### config.mk
export PLATFORM = sky130hd
export DESIGN_NAME = digit_stabilizer
export DESIGN_NICKNAME = d
export VERILOG_FILES = /design/src/rtl/digit_pkg.sv /design/src/rtl/seg7_decode.sv /design/src/rtl/digit_stabilizer.sv
export SDC_FILE = /design/constraint.sdc
export NUM_CORES = 1
export LEC_CHECK = 0
export CORE_MARGIN = 1
export CORE_UTILIZATION = 40
export DETAILED_ROUTE_END_ITERATION = 16
export PLACE_DENSITY = 0.61
export SYNTH_ARGS = -nofsm -noshare
export SYNTH_HDL_FRONTEND = slang
export SYNTH_SLANG_ARGS = --single-unit
export TNS_END_PERCENT = 30
### constraint.sdc
create_clock -name clk -period 3 [get_ports clk]
set_input_delay 0.6 -clock clk [delete_from_list [all_inputs] [get_ports clk]]
set_output_delay 0.6 -clock clk [all_outputs]
set_load 0.02 [all_outputs]
### src/rtl/digit_pkg.sv
// Shared types and constants for the digit stabilizer.
// Contents: display state enum, the largest legal class code, the blank
// segment pattern, and the 0-9 seven-segment lookup table (gfedcba).
package digit_pkg;

  typedef enum logic {
    BLANK = 1'b0,
    SHOW  = 1'b1
  } disp_state_t;

  localparam logic [3:0] CLASS_MAX = 4'd9;
  localparam logic [6:0] SEG_BLANK = 7'b000_0000;

  // Entry i holds the pattern for digit i; the first element of the
  // concatenation lands in the highest slot, so the list runs 9 down to 0.
  localparam logic [9:0][6:0] SEG_LUT = {
    7'b1101111,  // 9
    7'b1111111,  // 8
    7'b0000111,  // 7
    7'b1111101,  // 6
    7'b1101101,  // 5
    7'b1100110,  // 4
    7'b1001111,  // 3
    7'b1011011,  // 2
    7'b0000110,  // 1
    7'b0111111   // 0
  };

endpackage

### src/rtl/seg7_decode.sv
// Combinational 7-segment decoder, active-high {g,f,e,d,c,b,a}.
// Ports: digit[3:0] value to show, enable gates the display,
//        seg[6:0] pattern; all segments off for enable=0 or digit>9.
module seg7_decode
  import digit_pkg::*;
(
  input  logic [3:0] digit,
  input  logic       enable,
  output logic [6:0] seg
);

  always_comb begin
    seg = SEG_BLANK;
    if (enable && (digit <= CLASS_MAX)) begin
      seg = SEG_LUT[digit];
    end
  end

endmodule

### src/rtl/digit_stabilizer.sv
// Debounces classifier output: a digit is displayed only after CONFIRM_N
// consecutive identical valid samples, held until timeout or clear.
// Ports: clk/rst (sync, active-high), class_in/class_valid sample stream,
//        clear; outputs digit, digit_valid, seg (7-seg), new_digit pulse.
module digit_stabilizer
  import digit_pkg::*;
#(
  parameter int CONFIRM_N      = 4,
  parameter int TIMEOUT_CYCLES = 1000
) (
  input  logic       clk,
  input  logic       rst,
  input  logic [3:0] class_in,
  input  logic       class_valid,
  input  logic       clear,
  output logic [3:0] digit,
  output logic       digit_valid,
  output logic [6:0] seg,
  output logic       new_digit
);

  localparam int         TMR_W        = $clog2(TIMEOUT_CYCLES);
  localparam logic [3:0] CONFIRM_MAX  = 4'(CONFIRM_N);
  localparam logic [3:0] CONFIRM_LAST = 4'(CONFIRM_N - 1);
  localparam logic [TMR_W-1:0] TMR_LAST = TMR_W'(TIMEOUT_CYCLES - 1);

  // Tracker state
  logic [3:0] cand_q, cand_d;
  logic [3:0] match_cnt_q, match_cnt_d;

  // Display state
  disp_state_t      state_q, state_d;
  logic [3:0]       digit_q, digit_d;
  logic             valid_q, valid_d;
  logic             new_q, new_d;
  logic [TMR_W-1:0] timer_q, timer_d;

  logic sample_ok;
  logic sample_match;
  logic confirm;

  assign sample_ok    = class_valid && (class_in <= CLASS_MAX);
  // A match needs a live run; a zero count means cand is stale.
  assign sample_match = sample_ok && (class_in == cand_q) && (match_cnt_q != 4'd0);
  // Covers both the sample that completes the run and saturated repeats.
  assign confirm      = sample_match && (match_cnt_q >= CONFIRM_LAST);

  // Tracker next state
  always_comb begin
    cand_d      = cand_q;
    match_cnt_d = match_cnt_q;
    if (clear) begin
      match_cnt_d = 4'd0;
    end else if (class_valid) begin
      if (!sample_ok) begin
        match_cnt_d = 4'd0;
      end else if (sample_match) begin
        if (match_cnt_q != CONFIRM_MAX) begin
          match_cnt_d = match_cnt_q + 4'd1;
        end
      end else begin
        cand_d      = class_in;
        match_cnt_d = 4'd1;
      end
    end
  end

  // Display FSM next state; clear outranks confirm, confirm outranks timeout.
  always_comb begin
    state_d = state_q;
    digit_d = digit_q;
    valid_d = valid_q;
    timer_d = timer_q;
    new_d   = 1'b0;
    if (clear) begin
      state_d = BLANK;
      valid_d = 1'b0;
      timer_d = '0;
    end else if (confirm) begin
      state_d = SHOW;
      valid_d = 1'b1;
      timer_d = '0;
      digit_d = cand_q;
      new_d   = (state_q == BLANK) || (cand_q != digit_q);
    end else if (state_q == SHOW) begin
      if (timer_q == TMR_LAST) begin
        state_d = BLANK;
        valid_d = 1'b0;
      end else begin
        timer_d = timer_q + 1'b1;
      end
    end
  end

  always_ff @(posedge clk) begin
    if (rst) begin
      cand_q      <= 4'd0;
      match_cnt_q <= 4'd0;
      state_q     <= BLANK;
      digit_q     <= 4'd0;
      valid_q     <= 1'b0;
      new_q       <= 1'b0;
      timer_q     <= '0;
    end else begin
      cand_q      <= cand_d;
      match_cnt_q <= match_cnt_d;
      state_q     <= state_d;
      digit_q     <= digit_d;
      valid_q     <= valid_d;
      new_q       <= new_d;
      timer_q     <= timer_d;
    end
  end

  assign digit       = digit_q;
  assign digit_valid = valid_q;
  assign new_digit   = new_q;

  seg7_decode u_seg7_decode (
    .digit  (digit_q),
    .enable (valid_q),
    .seg    (seg)
  );

endmodule

==> results.tsv <==
metric	value	unit
PortBufs	20	
status	finished, final reports clean	
Initial Utilization	0.430	
die area	0.00473	mm2
Post-Synthesis Cell Area	0.00178	mm2
TritonCTS clock tree	built	
iteration count of the initial detailed-routing pass	4	
synthesized instance count	190	
Fillers	393	
Congestion Overflow GR	0	
max-cap viol count	0	
Slew Limit Fails	0	
fin crit share	0.886	
layout cells sized above 1	0.138	
antenna cell count	0	
Hold Crit Start	timer_q[1]$_SDFFE_PP0P_	
gpl congestion	0.817	
CTS Sinks	32	
Worst EP required	3.19	ns
worst r2r src	match_cnt_q[0]$_SDFFE_PP0P_	
worst-margin pin slew	0.568	ns
Comb power frac	0.064	
Layout Skew	0.00352	ns
Synth Register Bits	32	
cts hold-fix bufs	0	
Post-synth EDFFs	0	
FF-to-FF path depth	9	
setup TNS	0	ns
Die Width	68.8	um
syn nets	206	
Wirelength per Cell	13.8	um
clock transition at the registers of the reported paths	0.07	ns
Net count, final	232	
Clock Power Share	0.480	
cell row count	23	
ys flop type	dfxtp_1	
PD cells	439	mW/mm2
layout overhead on the synthesized area	21.3	%
Switching Fraction	0.213	
Crit Path Max Fanout	6	
detail-routed via count per cell	5.31	
drt drc	0	
Lkg Pwr	0.000831	uW
ys async rst share	0	
Final Util	0.522	
initial antenna violation count	0	
first-pass GRT wire length	6.10	mm
Final Hold Fails	0	
Die Ht	68.8	um
Achievable Freq	376	MHz
Setup violations, final	0	
largest net degree at the start of global routing	16	
Power Total	949	uW
# resized after CTS	0	
clk_lat worst skew	0.29	ns
Worst setup EP type	flop	
maximum VDD drop	213	uV
HPWL Detailed	2.81	mm
hold path depth	2	
WS Path Type	in -> reg	
part of the power in registers	0.456	
flop-to-flop setup slack	0.63	ns
via count	1419	
Synth cell types	53	
slew margin rel.	0.617	
RSZ-0062 raised after global routing	false	
vias in the first global route	1372	
Pint	747	uW
arrival time worst endpoint	2.84	ns
Hold Path Sink	timer_q[1]$_SDFFE_PP0P_	
Switch Pwr	202	uW
Core Area	0.00414	mm2
YS warnings	0	
fin crit period	2.66	ns
Iteration-0 DRC Markers	34	
Worst setup SP type	input port	
Max Buffers Root-to-Sink	2	
Post-Syn Area per Cell	9.38	um2
post-synthesis sequential area ratio	0.359	
Detail Route Antenna Nets	0	
H-Tree Level Count	2	
HP Class	reg -> reg	
Root Buffer	clkbuf_8	
number of top-level pins	21	
WL final	3.67	mm
number of setup buffers added after CTS	0	
Global Route Usage Sum	0.178	
CTS Buf Count	5	
layout by cell type (no fill, tap or decap), drive strengths merged, types with 3 or more instances in the layout:
| cell type | synthesis | final |
|---|---|---|
| a21o | 4 | 4 |
| a21oi | 5 | 5 |
| a31oi | 3 | 3 |
| and3 | 9 | 9 |
| clkbuf | 1 | 7 |
| clkdlybuf4s50 | 0 | 20 |
| dfxtp | 32 | 32 |
| ha | 8 | 8 |
| inv | 10 | 10 |
| mux2 | 3 | 3 |
| mux2i | 6 | 6 |
| nand2 | 14 | 14 |
| nand3 | 4 | 4 |
| nand4 | 6 | 6 |
| nor2 | 25 | 25 |
| o21ai | 5 | 5 |
| o21bai | 3 | 3 |
| or2 | 3 | 3 |
| xnor2 | 7 | 7 |
| xor2 | 11 | 11 |
cell usage after synthesis, types with 2 or more instances:
library cell | n | area share
a211oi_1 | 2 | 0.0084
a21o_1 | 4 | 0.017
a21oi_1 | 4 | 0.011
a31oi_1 | 3 | 0.011
and3_1 | 9 | 0.032
dfxtp_1 | 32 | 0.36
ha_1 | 8 | 0.056
inv_1 | 9 | 0.019
mux2_2 | 2 | 0.013
mux2i_1 | 6 | 0.034
nand2_1 | 14 | 0.029
nand2b_1 | 2 | 0.0070
nand3_1 | 2 | 0.0056
nand4_1 | 6 | 0.021
nor2_1 | 25 | 0.053
nor4_4 | 2 | 0.024
o21a_1 | 2 | 0.0084
o21ai_0 | 5 | 0.014
o21bai_1 | 2 | 0.0084
o31ai_1 | 2 | 0.0084
or2_2 | 2 | 0.0070
xnor2_1 | 7 | 0.034
xor2_1 | 10 | 0.049
kinds of logic after synthesis:
| family | count (synthesis) | share of synthesized area |
|---|---|---|
| simple gates | 76 | 0.251 |
| fa+ha+maj | 8 | 0.0561 |
| compound gates | 34 | 0.152 |
| flops | 32 | 0.359 |
| buf+inv | 13 | 0.0351 |
| mux | 9 | 0.0547 |
| xor+xnor | 18 | 0.0926 |
layer usage:
layer  wire (um)  track usage  vias to the layer above
li1            -            -                      727
met1        1720        0.213                      655
met2        1730        0.299                       29
met3         151       0.0395                        8
met4          73       0.0842                        0
met5           0            0                        -
worst max-delay path by stage:
stage | startpoint | endpoint | slack, ns | cells after the start
2_1_floorplan | class_in[2] | flop | 0.71 | 7
6_report | class_in[3] | flop | 0.34 | 9
3_5_place_dp | class_in[1] | flop | 0.06 | 8
5_1_grt | class_in[1] | flop | 0.15 | 9
3_3_place_gp | class_in[1] | flop | 0.1 | 8
4_1_cts | class_in[1] | flop | 0.35 | 9
layout make-up:
class | instances | area [um2] | area share
tap | 50 | 62.6 | 0.0289
multi-input combinational | 145 | 1080 | 0.499
inverter | 10 | 37.5 | 0.0174
timing repair buffer | 22 | 215 | 0.0995
sequential | 32 | 641 | 0.296
clock buffer | 7 | 96.3 | 0.0446
clock inverter | 1 | 30.0 | 0.0139
critical path: stages:
cell and delay (ns):
clkdlybuf4s50_1 0.62, nand4bb_2 0.19, o32ai_4 0.28, nand3_4 0.12, mux2i_1 0.32, or2_2 0.21, ha_1 0.16, inv_1 0.05
o311ai_0 0.29
through the flow:
step | setup WS [ns] | hold slack [ns] | instances | cell area (um2)
6_report | 0.343 | 0.503 | 267 | 2160
5_1_grt | 0.150 | 0.520 | 267 | 2160
4_1_cts | 0.352 | 0.500 | 267 | 2160
3_5_place_dp | 0.0580 | 0.490 | 259 | 2040
3_3_place_gp | 0.0998 | 0.484 | 259 | 2040
2_1_floorplan | 0.708 | 0.466 | 190 | 1780
power groups by stage:
stage | Sequential (uW) | Clock, uW | Combinational [uW]
2_1_floorplan | 440 | 0 | 41.4
3_3_place_gp | 443 | 0 | 59.5
3_5_place_dp | 443 | 0 | 60.5
4_1_cts | 433 | 462 | 60.7
5_1_grt | 433 | 481 | 66.6
6_report | 433 | 456 | 60.4
Power figures use the tool's default switching activity.
